[src/rtl/pcseq_pkg.sv]
// ============================================================================
// Module      : pcseq_pkg
// Description : Shared types for the program-counter sequencer.
// Revision    : 1.0 - initial release
// ============================================================================
`default_nettype none

package pcseq_pkg;

    localparam int unsigned c_OP_W = 3;

    // Codes 6 and 7 are left unnamed; the sequencer treats them as OP_SEQ.
    typedef enum logic [c_OP_W-1:0] {
        OP_SEQ  = 3'd0,
        OP_JMP  = 3'd1,
        OP_BRZ  = 3'd2,
        OP_BRC  = 3'd3,
        OP_CALL = 3'd4,
        OP_RET  = 3'd5
    } pc_op_t;

endpackage

`default_nettype wire

[src/rtl/ras_stack.sv]
// ============================================================================
// Module      : ras_stack
// Description : Return-address stack built as a ring buffer with an occupancy
//               count. PCSEQ_CIRC_STACK_EN lets a push while full overwrite
//               the oldest entry.
// Revision    : 1.0 - initial release
// ============================================================================
`default_nettype none

module ras_stack #(
    parameter int unsigned DEPTH = 8,
    parameter int unsigned PC_W  = 12
) (
    input  logic                         clk,
    input  logic                         rst,
    input  logic                         push,
    input  logic                         pop,
    input  logic [PC_W-1:0]              din,
    output logic [PC_W-1:0]              top,
    output logic [$clog2(DEPTH+1)-1:0]   sp,
    output logic                         full,
    output logic                         empty
);

    localparam int unsigned c_SP_W  = $clog2(DEPTH+1);
    localparam int unsigned c_PTR_W = $clog2(DEPTH);
`ifdef PCSEQ_CIRC_STACK_EN
    localparam bit c_CIRC = 1'b1;
`else
    localparam bit c_CIRC = 1'b0;
`endif

    logic [PC_W-1:0]    r_mem [DEPTH];
    logic [c_PTR_W-1:0] r_wr_ptr;
    logic [c_PTR_W-1:0] w_rd_ptr;
    logic [c_PTR_W-1:0] w_wr_ptr_inc;
    logic [c_SP_W-1:0]  r_sp;
    logic               w_do_push;
    logic               w_do_pop;

    assign full  = (r_sp == c_SP_W'(DEPTH));
    assign empty = (r_sp == '0);
    assign sp    = r_sp;

    // Push wins if both are requested; the sequencer never asks for both.
    assign w_do_push = push && (!full || c_CIRC);
    assign w_do_pop  = pop && !push && !empty;

    assign w_wr_ptr_inc = (r_wr_ptr == c_PTR_W'(DEPTH-1)) ? '0 : r_wr_ptr + c_PTR_W'(1);
    assign w_rd_ptr     = (r_wr_ptr == '0) ? c_PTR_W'(DEPTH-1) : r_wr_ptr - c_PTR_W'(1);
    assign top          = r_mem[w_rd_ptr];

    always_ff @(posedge clk) begin
        if (rst) begin
            r_sp     <= '0;
            r_wr_ptr <= '0;
        end else if (w_do_push) begin
            r_wr_ptr <= w_wr_ptr_inc;
            if (!full) begin
                r_sp <= r_sp + c_SP_W'(1);
            end
        end else if (w_do_pop) begin
            r_wr_ptr <= w_rd_ptr;
            r_sp     <= r_sp - c_SP_W'(1);
        end
    end

    // Contents need no reset: occupancy alone defines what is valid.
    always_ff @(posedge clk) begin
        if (!rst && w_do_push) begin
            r_mem[r_wr_ptr] <= din;
        end
    end

endmodule

`default_nettype wire

[src/rtl/pc_sequencer.sv]
// ============================================================================
// Module      : pc_sequencer
// Description : PC register, next-PC mux, branch adder and return stack with
//               sticky overflow/underflow flags. Build macro
//               PCSEQ_CIRC_STACK_EN makes the return stack circular.
// Revision    : 1.0 - initial release
// ============================================================================
`default_nettype none

module pc_sequencer #(
    parameter int unsigned PC_W     = 12,
    parameter int unsigned OFF_W    = 8,
    parameter int unsigned DEPTH    = 8,
    parameter int unsigned RESET_PC = 0
) (
    input  logic                         clk,
    input  logic                         rst,
    input  logic                         stall,
    input  logic [2:0]                   op,
    input  logic [PC_W-1:0]              target,
    input  logic [OFF_W-1:0]             offset,
    input  logic                         z_flag,
    input  logic                         c_flag,
    output logic [PC_W-1:0]              pc,
    output logic                         taken,
    output logic [$clog2(DEPTH+1)-1:0]   sp,
    output logic                         stack_full,
    output logic                         stack_empty,
    output logic                         ovf_err,
    output logic                         unf_err
);

    import pcseq_pkg::*;

`ifdef PCSEQ_CIRC_STACK_EN
    localparam bit c_CIRC = 1'b1;
`else
    localparam bit c_CIRC = 1'b0;
`endif

    logic [PC_W-1:0] r_pc;
    logic [PC_W-1:0] w_inc;
    logic [PC_W-1:0] w_off_ext;
    logic [PC_W-1:0] w_br_pc;
    logic [PC_W-1:0] w_next_pc;
    logic [PC_W-1:0] w_top;
    logic            w_full;
    logic            w_empty;
    logic            w_call_req;
    logic            w_ret_req;
    logic            w_ovf_set;
    logic            w_unf_set;
    logic            w_taken;
    logic            r_ovf;
    logic            r_unf;

    assign w_inc     = r_pc + PC_W'(1);
    assign w_off_ext = PC_W'($signed(offset));
    assign w_br_pc   = w_inc + w_off_ext;

    always_comb begin
        w_next_pc  = w_inc;
        w_taken    = 1'b0;
        w_call_req = 1'b0;
        w_ret_req  = 1'b0;
        w_ovf_set  = 1'b0;
        w_unf_set  = 1'b0;
        case (pc_op_t'(op))
            OP_JMP: begin
                w_next_pc = target;
                w_taken   = 1'b1;
            end
            OP_BRZ: begin
                if (z_flag) begin
                    w_next_pc = w_br_pc;
                    w_taken   = 1'b1;
                end
            end
            OP_BRC: begin
                if (c_flag) begin
                    w_next_pc = w_br_pc;
                    w_taken   = 1'b1;
                end
            end
            OP_CALL: begin
                if (!w_full || c_CIRC) begin
                    w_call_req = 1'b1;
                    w_next_pc  = target;
                    w_taken    = 1'b1;
                end else begin
                    w_ovf_set  = 1'b1;
                end
            end
            OP_RET: begin
                if (!w_empty) begin
                    w_ret_req = 1'b1;
                    w_next_pc = w_top;
                    w_taken   = 1'b1;
                end else begin
                    w_unf_set = 1'b1;
                end
            end
            default: begin
                w_next_pc = w_inc;
            end
        endcase
    end

    ras_stack #(
        .DEPTH (DEPTH),
        .PC_W  (PC_W)
    ) u_ras (
        .clk   (clk),
        .rst   (rst),
        .push  (w_call_req && !stall),
        .pop   (w_ret_req && !stall),
        .din   (w_inc),
        .top   (w_top),
        .sp    (sp),
        .full  (w_full),
        .empty (w_empty)
    );

    always_ff @(posedge clk) begin
        if (rst) begin
            r_pc  <= PC_W'(RESET_PC);
            r_ovf <= 1'b0;
            r_unf <= 1'b0;
        end else if (!stall) begin
            r_pc  <= w_next_pc;
            r_ovf <= r_ovf | w_ovf_set;
            r_unf <= r_unf | w_unf_set;
        end
    end

    assign pc          = r_pc;
    assign taken       = w_taken;
    assign stack_full  = w_full;
    assign stack_empty = w_empty;
    assign ovf_err     = r_ovf;
    assign unf_err     = r_unf;

endmodule

`default_nettype wire

[config.mk]
export PLATFORM = sky130hd
export DESIGN_NAME = pc_sequencer
export DESIGN_NICKNAME = d
export VERILOG_FILES = /design/src/rtl/pcseq_pkg.sv /design/src/rtl/ras_stack.sv /design/src/rtl/pc_sequencer.sv
export SDC_FILE = /design/constraint.sdc
export NUM_CORES = 1
export LEC_CHECK = 0
export ABC_AREA = 0
export CAP_MARGIN = 0
export CORE_MARGIN = 1
export CORE_UTILIZATION = 35
export CTS_BUF_LIST = sky130_fd_sc_hd__clkbuf_8 sky130_fd_sc_hd__clkbuf_16
export DETAILED_ROUTE_END_ITERATION = 12
export RECOVER_POWER = 25
export SLEW_MARGIN = 20
export SYNTH_ARGS = -nofsm -noshare
export SYNTH_HDL_FRONTEND = slang
export SYNTH_SLANG_ARGS = --single-unit
[constraint.sdc]
create_clock -name clk -period 3.1 [get_ports clk]
set_input_delay 0.465 -clock clk [delete_from_list [all_inputs] [get_ports clk]]
set_output_delay 0.465 -clock clk [all_outputs]
set_load 0.02 [all_outputs]
# Word-level counts from Yosys, hierarchy flattened

Memory sizes are Yosys's and may differ from the RTL's.
Cells that the tools add are included.
W data, S select, Z words.

Register bits after elaboration: 21
Bits in writable memories: 96
Input port bits: 28
Output and inout bits: 21
Word-level logic and storage cells: 62
Memories kept: 1

Memories:

| name        | depth | width | read ports | clocked after memory_dff | wr ports | line            | RTL |
|---|---|---|---|---|---|---|---|
| u_ras.r_mem | 8     | 12    | 1          | 0                        | 1        | ras_stack.sv:33 | `logic [PC_W-1:0] r_mem [DEPTH];` |

Add/subtract/negate cells: 6
Eq/ne operators: 8
Mux-type cells: 25
Bitwise logic cells: 2
Reduce and logical (&&, ||, !) cells: 15

Operators with widths:

| cell                    | number |
|---|---|
| $pmux W12 S5            | 1 |
| $mux W12                | 4 |
| $add A12 B1 Y12 const B | 1 |
| $add A12 B12 Y12        | 1 |
| $mux W1                 | 12 |
| $mux W3                 | 4 |
| $mux W4                 | 3 |
| $eq A3 B3 Y1 const B    | 3 |
| $eq A3 B2 Y1 const B    | 2 |
| $logic_and A1 B1 Y1     | 6 |
| $logic_not A1 Y1        | 5 |
| $pmux W1 S5             | 1 |
| $add A4 B1 Y4 const B   | 1 |
| $eq A4 B4 Y1 const B    | 1 |
| $logic_not A4 Y1        | 1 |
| $sub A4 B1 Y4 const B   | 1 |
| $add A3 B1 Y3 const B   | 1 |
| $eq A3 B1 Y1 const B    | 1 |
| $logic_not A3 Y1        | 1 |
| $sub A3 B1 Y3 const B   | 1 |
| $ne A2 B2 Y1 const B    | 1 |
| $or A1 B1 Y1            | 2 |
| $reduce_and A2 Y1       | 1 |
| $reduce_bool A2 Y1      | 1 |

# Longest topological paths before layout

Gate-level depths: netlist of run 1.

Depth in word-level cells: 9
Gate-level depth with buffers: 11

# By module

A second synthesis of run 1 with hierarchy kept.

Cells, all modules: 542
Area, all modules: 6,323.6 µm²

Modules (own cells, without submodules):

| module       | times used | cells an instance | area each (µm²) |
|---|---|---|---|
| ras_stack    | 1          | 352               | 4,803.4 |
| pc_sequencer | 1          | 190               | 1,520.2 |

# Worst setup path after synthesis of run 1

OpenSTA, ideal clock, no wires.

Path kind: reg2reg
Start point: reg r_pc[3] (netlist: pc[3])
End point: reg r_pc[11] (netlist: pc[11])
Library setup time: 0.120 ns
Arrival: 2.805 ns
Required time: 2.980 ns
Setup slack: 0.175 ns
Cell stages (with the launch flop): 12
Period minus slack after synthesis: 2.925 ns
Path through: dfxtp_1 inv_1 nor4_1 nand4_1 xnor2_1 ha_1 nor2_1 or3_1 o22ai_1 a31oi_1 and4_1 a211o_1

Longest elaborated chain between the ends: 4

RTL lines:

| what                               | line                                   | RTL |
|---|---|---|
| start: declaration                 | pc_sequencer.sv:41                     | `logic [PC_W-1:0] r_pc;` |
| start signal: assignment           | pc_sequencer.sv:126                    | `r_pc <= PC_W'(RESET_PC);` |
| start signal: assignment           | pc_sequencer.sv:130                    | `r_pc <= w_next_pc;` |
| $add A12 B1 Y12 (*)                | pc_sequencer.sv:57                     | `assign w_inc = r_pc + PC_W'(1);` |
| via u_ras.din[8]                   | ras_stack.sv:18                        | `input logic [PC_W-1:0] din,` |
| $add A12 B12 Y12 (*)               | pc_sequencer.sv:59                     | `assign w_br_pc = w_inc + w_off_ext;` |
| $mux W12, on equally long branches | pc_sequencer.sv:80, pc_sequencer.sv:74 |  |
| $pmux W12 S5 (*)                   | pc_sequencer.sv:68                     | `case (pc_op_t'(op))` |

The timed path passes the listed nets; every way through them passes the cells marked *.
A chain may end at the register's enable or synchronous reset.

# Worst setup path after layout of run 1

Start point: reg r_pc[0] (netlist: pc[0])
End point: reg r_pc[11] (netlist: pc[11])

Same word-level chain as after synthesis.

==> impl.org, run 1 <==
** Detailed routing
- Using the TritonRoute via totals, the vias-per-cell ratio works out to 5.29.
- The count of nets left with antenna violations once routing finished came out at 0.
- Sum of routed wire length over all layers :: roughly 14,000 um
- First-pass DRT Iterations :: 5
- In this run, the number of DRC markers left after iteration 0 of detailed routing was roughly 270.
- In the final routed layout, each cell accounts on average for 19.3 um.
- The routed layout has 3,830 vias.
- Remaining routing DRC violations :: 0

** Setup path
- The worst setup path is captured at a register.
- Arrival time worst endpoint :: 3.17 ns
- The cell family contributing the most delay on the critical path is simple AND/OR/NAND/NOR gates.
- Critical path launch point type :: register
- The critical path in this run is classified as reg -> reg.
- In this design, the stage delay of the slowest critical-path cell is 0.42 ns.
- In this run the critical register-to-register path is captured at pc[11].
- Source of the worst register-to-register timing path :: pc[0]
- Largest fanout of any net on the critical path :: 10
- CP Data Required Time :: between 3 and 4 ns
- By instance count, the cell type seen most on the critical path is nand2_1.
- The slowest stage of the critical path belongs to the cell dfxtp_1.
- For the worst flop-to-flop path, the logic depth is 11.
- Counting both buffers and inverters, the worst setup path holds a total of 1.
- In this run the register-to-register setup slack is 0.22 ns.
- The critical path goes through nand2_1, nor4_2, xnor2_1, inv_1, ha_1, nand2_1, or3_1, o22ai_2, a31oi_1, and4_1, a211o_1.

** Global routing
- For met1 alone, demand over resource in global routing was 0.240.
- met2 is the most crowded layer.
- For this run the aggregate overflow at the end of global routing stands at 0.
- Number of antenna violations at the first check in global routing :: 0
- Maximum number of pins on one net before global-route repair :: 26
- The first global-routing pass estimated 21,300 um of wire.
- GRT Overall Usage :: 0.175
- The number of global-route vias before repair came to 3,823.
- Grt met3 use :: 0.0434
- Routing usage on met2 :: 0.280

** Timing
- Hold Fails Final Rpt :: 0
- Number of setup violations in the final report :: 0
- Setup repair after global routing left no endpoint under its margin.
- Max-Slew Margin vs Limit :: 0.604
- Share of the clock period used by the worst path after layout :: 0.928
- At the pin with the least slew margin, the transition time is 0.594 ns.
- Max frequency :: 348 MHz
- Fin. max-slew vios :: 0
- Between clock sinks in the finished design, the worst skew comes to 0.00613 ns.
- Setup total negative slack on the finished layout was measured at 0 ns.
- Worst hold slack after final layout :: roughly 0.47 ns
- For the finished layout, the period the worst path requires is 2.88 ns.

** Clock tree
- TritonCTS created 17 clock buffers.
- After clock tree synthesis, the setup repair step added 0 buffers.
- Clock Path Buffers :: 2
- CTS tree :: built
- Skew-Pair Late Insertion Delay :: 0.41 ns
- The H-tree was split into 4 levels.
- Number of sinks on the clock net :: between 100 and 150
- Clock-pin slew was measured on the worst setup and hold paths at 0.06 ns.
- Root buf cell :: clkbuf_16

** Floorplan
- In this run the core area contains 46 standard-cell rows.
- Starting density of the core :: 0.358
- The total area inside the core boundary comes to 0.0159 sq mm.
- Measured along the y axis, the die boundary spans about 130 um.
- The die is 129 um wide.
- Die Area :: 0.0168 sq mm
- In this run the count of I/O pins placed on the die edge is 49.

** Logic synthesis
- The share of synthesized area in the top cell type comes to 0.507.
- The commonest cells after synthesis are edfxtp_1 (96), nand2_1 (28), nor2_1 (26), mux4_2 (24), dfxtp_1 (21).
- Top flip-flop cell by instance count after synthesis :: edfxtp_1
- Post-synthesis async set-or-reset flop share :: 0
- Count leader, synth :: edfxtp_1
- In the synthesized netlist, the number of instances is 413.
- Post-synth EDFFs :: 96
- Number of storage elements in the synthesis netlist :: 117
- By area the synthesized netlist is led by edfxtp_1 (51%), mux4_2 (9.5%), dfxtp_1 (7.4%).
- Fraction of the yosys area taken by sequential cells :: 0.581
- Cell variety after synth :: 57
- Count of yosys warnings during synthesis :: 0
- Average cell area after synthesis :: about 14 sq um
- Cell taking the most area after synthesis :: edfxtp_1
- Post-synthesis net count :: ~460
- After synthesis the cells add up to around 0.0057 sq mm.

** Layout
- Storage element area :: 0.00330 sq mm
- Measured on the finished design, the core utilization comes to 0.450.
- The repair_antennas step left the layout with diodes totalling 0.
- The final layout contains 545 nets.
- Fill cells in the final layout number around 1,500.
- Once layout is complete, the cells apart from fillers number 724.
- In the final layout, the share of cells above drive strength 1 is 0.191.
- Relative to the synthesized area, the layout overhead comes to 25.8%.
- The multi-input combinational cells in the finished layout cover a total of about 0.0022 sq mm.

** Placement
- Gp weighted congestion :: 0.852
- In this run the tool buffered the top-level ports with 48 buffer cells.
- Counting tap cells, the placed design contains a total of 692 instances.
- Summed over all nets, the half-perimeter wirelength after detailed placement is about 9800 um.

** Power
- Worst supply voltage drop on vdd :: approximately 0.43 mV
- In this run the static leakage power is ~2.5 nW.
- Power Dens Cells :: 579 mW/mm^2

** Hold path
- Count of cells along the worst hold path :: 2
- The worst hold path begins at unf_err.
- The tightest min-delay check is of the reg -> reg type.
- For hold timing, the worst endpoint is unf_err.

** Run
- The tool flagged a number of max-cap violations equal to 0.

** Outcome
- The flow ran to the end, and the final reports show no timing, DRC or antenna violations.
-- sequential cells by signal, indices dropped and copies added (netlist names) --
signal and cells:
unf_err 1, u_ras.r_wr_ptr 3, pc 12, u_ras.sp 4, u_ras.r_mem 96, ovf_err 1
-- per-stage QoR --
step	power (W)	setup slack, ns	area (sq um)
final	0.00414	0.223	7150
after global routing	0.00431	0.0538	7150
after CTS	0.00417	0.0957	7150
after detailed placement	0.00236	0.110	6600
after global placement	0.00235	0.205	6600
after floorplan	0.00214	0.175	5680
-- area by class of cell --
type,count,area share
Sequential cell,117,0.462
Clock buffer,17,0.0595
Inverter,23,0.0121
Timing Repair Buffer,79,0.0999
Tap cell,216,0.0378
Clock inverter,15,0.0168
Multi-Input combinational cell,257,0.312
-- logic make-up (layout without fill, tap and decap cells) --
logic type	count (synthesis)	count (layout)	synth area share
simple gates	97	97	0.0825
mux	36	36	0.117
flops	117	117	0.581
compound gates	79	79	0.101
fa+ha+maj	22	22	0.0511
buf+inv	39	134	0.0321
xor+xnor	23	23	0.0354
-- layer usage --
layer | share of wire | vias to the layer above
met5 | 0 | -
met4 | 0.0058 | 0
met3 | 0.053 | 10
met2 | 0.48 | 110
met1 | 0.46 | 1925
li1 | - | 1785
-- worst register-to-register path, delay by kind of cell (launching register included) --
family                     cells  cell delay, ns
and+or+nand+nor                5            1.12
xor gates and xnor gates       1            0.17
DFF                            1            0.42
adders and majority gates      1            0.34
buffers and inverters          1            0.18
AOI/OAI and AO/OA              3            0.53
-- how the worst max path moves through the flow --
stage / startpoint / end / slack [ns] / depth (start not counted)
2_1_floorplan: pc[3] / pc[11] / 0.17 / 11
3_3_place_gp: pc[3] / pc[11] / 0.21 / 11
3_5_place_dp: pc[3] / pc[11] / 0.11 / 11
4_1_cts: pc[3] / pc[11] / 0.1 / 11
5_1_grt: pc[3] / pc[11] / 0.05 / 11
6_report: pc[0] / pc[11] / 0.22 / 11
-- repair_timing --
action | CTS | global route
gates resized for setup | 0 | 3
hold buffers | 0 | 0
hold endpoints to repair | 0 | 0
endpoints found under the setup margin | 0 | 4
-- where the power goes --
part | switching [W] | internal (W)
clock | 0.000769 | 0.00104
sequential | 0.0000262 | 0.00174
combinational | 0.000317 | 0.000251
total | 0.00111 | 0.00303
-- cells in the final DEF (no fill, tap or decap), types with 3 or more instances in the layout --
cell type / n
a211o_1: 3
a211oi_1: 7
a21o_1: 6
a21oi_1: 17
a221oi_1: 16
a31oi_1: 4
and2_1: 3
buf_4: 27
clkbuf_1: 3
clkbuf_16: 17
clkdlybuf4s50_1: 48
clkinv_1: 3
clkinv_4: 3
dfxtp_1: 21
edfxtp_1: 96
ha_1: 20
inv_1: 20
inv_2: 3
inv_6: 6
mux2_2: 4
mux2i_1: 8
mux4_2: 24
nand2_1: 28
nand3_1: 8
nand3b_1: 3
nand4_1: 3
nor2_1: 26
nor2b_1: 4
nor3_1: 7
o21ai_0: 6
o21ai_1: 3
xnor2_1: 15
xor2_1: 8
No activity file was read; power rests on OpenSTA's default activity.
==> run 2: changes to the inputs <==
Settings changed: PLACE_DENSITY set to 0.55.
==> impl.org, run 2 (synthesized netlist as in run 1, its figures left out) <==
** Clock tree
- The maximum buffer depth of the clock tree came to 2 (unchanged).
- Skew-Pair Late Insertion Delay :: 0.41 ns (about the same)
- The total clock buffers created by CTS came to 17 (unchanged).
- Htree depth :: 4 (unchanged)
- The clock slew seen by the registers of the worst setup and hold paths came to 0.06 ns (about the same).
- TritonCTS built the clock tree.
- The clock net sink count is 117 (unchanged).
- Root buf cell :: clkbuf_16

** Placement
- Gp weighted congestion :: 0.844 (-0.93%)
- The half-perimeter wire length of the detailed placement result was 10,100 um (+3.0%).
- The number of port buffers was 48 (unchanged).
- The post-placement cell area came to 0.00664 sq mm (+0.53%).
- The placement-stage worst setup slack was 0.0969 ns (-0.0133 ns).

** Floorplan
- The number of top-level design ports was 49 (unchanged).
- Horizontal extent of the die :: 129 um (unchanged)
- Die outline height :: 129 um (unchanged)
- The row count came to 46 (unchanged).
- The initial standard-cell utilization of the core is 0.358 (unchanged).
- The area enclosed by the die boundary is 0.0168 sq mm (unchanged).
- The core region area was 0.0159 sq mm (unchanged).

** Setup path
- Critical path launch point type :: register
- Cells along the critical path :: buf_4, nand4_1, nor3_1, xnor2_1, clkbuf_1, ha_1, nand2_1, o21ai_0, o211a_1, o21ai_0, nand3b_1, a221oi_1
- On the critical path the largest part of the delay comes from compound AO/OA/AOI/OAI gates.
- Type of the worst setup path :: reg -> reg
- Largest fanout of any net on the critical path :: 10 (unchanged)
- The arrival time at the worst endpoint was 3.24 ns (+0.07 ns).
- The required time at the endpoint of the critical path was 3.41 ns (about the same).
- The largest stage delay on the critical path is 0.37 ns (-0.05 ns).
- Counting stages on the worst path, the most repeated cell is o21ai_0.
- Among all stages on the critical path, the largest delay is contributed by clkbuf_1.
- The count of buffer and inverter cells on the critical path is 2 (+1).
- STA classifies the critical path endpoint as a register.

** Timing
- Measured slew at the worst slew-check pin :: 0.873 ns (+0.279 ns)
- The worst hold slack across all endpoints came to 0.461 ns (-0.0134 ns).
- The part of the cycle the worst path needs came to 0.946 (+0.0182).
- Setup skew after layout :: 0.00852 ns (+0.00239 ns)
- The post-layout worst setup margin was 0.167 ns (-0.0566 ns).
- Fin. max-slew vios :: 0 (unchanged)
- Clock period minus worst slack :: 2.93 ns (+0.0566 ns)
- Unrepaired setup endpoints after global routing :: false
- Number of setup violations in the final report :: 0 (unchanged)
- The worst slew margin relative to its limit was 0.414 (-0.190).
- The sum of negative setup slack is 0 ns (unchanged).
- Max frequency :: 341 MHz (-1.9%)
- Hold Fails Final Rpt :: 0 (unchanged)

** Layout
- The count of antenna diodes in the layout was 0 (unchanged).
- Post-Layout Inst Area :: 0.00727 sq mm (+1.7%)
- Leaving out fill and tap cells, the most frequent cell in the layout is edfxtp_1.
- In the layout the commonest cells are edfxtp_1 (96), clkdlybuf4s50_1 (47), nand2_1 (28), nor2_1 (26), buf_4 (26).
- Max reg flops :: 96 (unchanged)
- FILL cells :: 1,462 (+0.21%)
- From synthesis to final layout, the design area changed by 27.9%.
- Ratio of cells with drive above 1 in the final layout :: 0.192 (+0.000836)
- Top reg by flops :: u_ras.r_mem
- The number of nets in the finished design is 548 (+0.55%).

** Detailed routing
- The post-route antenna net violation count came to 0 (unchanged).
- Vias per inst :: 5.32 (+0.63%)
- Remaining routing DRC violations :: 0 (unchanged)
- 1st-iter DRT viols :: 257 (-4.1%)
- The total vias in the final route came to 3,870 (+1.0%).
- The detailed-routing iteration count for the pre-antenna-repair pass came to 5 (unchanged).
- Sum of routed wire length over all layers :: 14,200 um (+1.8%)
- The wire length per cell after detailed routing is 19.6 um (+1.4%).

** Power
- The total power divided by cell area came to 611 mW/mm^2 (+5.5%).
- Leak :: 2.55 nW (+2.4%)
- Worst supply voltage drop on vdd :: 0.519 mV (+21%)
- The total power is 0.00444 W (+7.2%).

** Run
- The max capacitance violation total is 0 (unchanged).

** Global routing
- Maximum number of pins on one net before global-route repair :: 26 (unchanged)
- First-pass GRT wire length :: 21,900 um (+2.8%)
- Overflow left after global routing :: 0 (unchanged)
- The all-layer global routing usage came to 0.180 (+0.00531).
- The number of antenna violations at the first check in global routing came to 0 (unchanged).
- The number of global-route vias before repair is 3,929 (+2.8%).

** Outcome
- Result of the run :: finished, final reports clean

** Hold path
- Min-Delay Path Class :: reg -> reg
==> run 2: cell types whose count changed in the layout (fill, tap and decap cells not counted), sizes merged <==
| cell | before | now |
|---|---|---|
| bufinv | 0 | 5 |
| clkbuf | 20 | 23 |
| clkdlybuf4s50 | 48 | 47 |
| clkinv | 6 | 7 |
| dlygate4sd3 | 0 | 1 |
| inv | 31 | 25 |
==> run 2: worst register-to-register path: cells and delay by family (launching register included) <==
family,cells,cell delay (ns)
xor+xnor,1,0.21
compound gates,4,0.82
fa+ha+maj,1,0.31
simple gates,4,0.64
flops,1,0.34
buf+inv,2,0.52
==> run 2: what timing repair did <==
item	CTS	global route
setup endpoints to repair	0	3
buffers inserted	0	0
hold buffers	0	0
resized for setup	0	3
==> run 2: routing by layer <==
metal  share of wire  vias up  global-route usage  routed length, um
met2            0.50      106               0.297               7090
met5               0        -                   0                  0
met1            0.45     1965               0.234               6370
li1                -     1786                   -                  -
met4           0.014        0              0.0472                195
met3           0.040       13              0.0512                563
==> run 2: through the flow <==
step	util	std cells
3_3_place_gp	0.418	695
5_1_grt	0.458	727
3_5_place_dp	0.418	695
4_1_cts	0.458	727
2_1_floorplan	-	413
6_report	0.458	727
==> run 2: worst paths after layout <==
kind / slack [ns] / end / cells past startpoint / startpoint
worst max-delay path: 0.17 / pc[10] / 12 / pc[2]
worst min-delay path: 0.46 / unf_err / 2 / unf_err
worst max register to register: 0.17 / pc[10] / 12 / pc[2]
worst min register to register: 0.46 / unf_err / 2 / unf_err
==> run 2: report_power, final <==
group | internal, W | leakage (nW) | total (W) | switching [W]
combinational | 0.000250 | 1.19 | 0.000569 | 0.000319
clock | 0.00142 | 0.317 | 0.00211 | 0.000690
sequential | 0.00174 | 1.05 | 0.00177 | 0.0000273
==> run 2: final cells by class <==
cell class | instances | area (sq um) | area share
flip-flops and latches | 117 | 3300 | 0.454
multi-input cells | 257 | 2230 | 0.307
repair buffers | 82 | 738 | 0.102
clock buffers | 17 | 425 | 0.0585
well taps | 216 | 270 | 0.0372
clock inverters | 15 | 214 | 0.0294
inverters | 23 | 86.3 | 0.0119
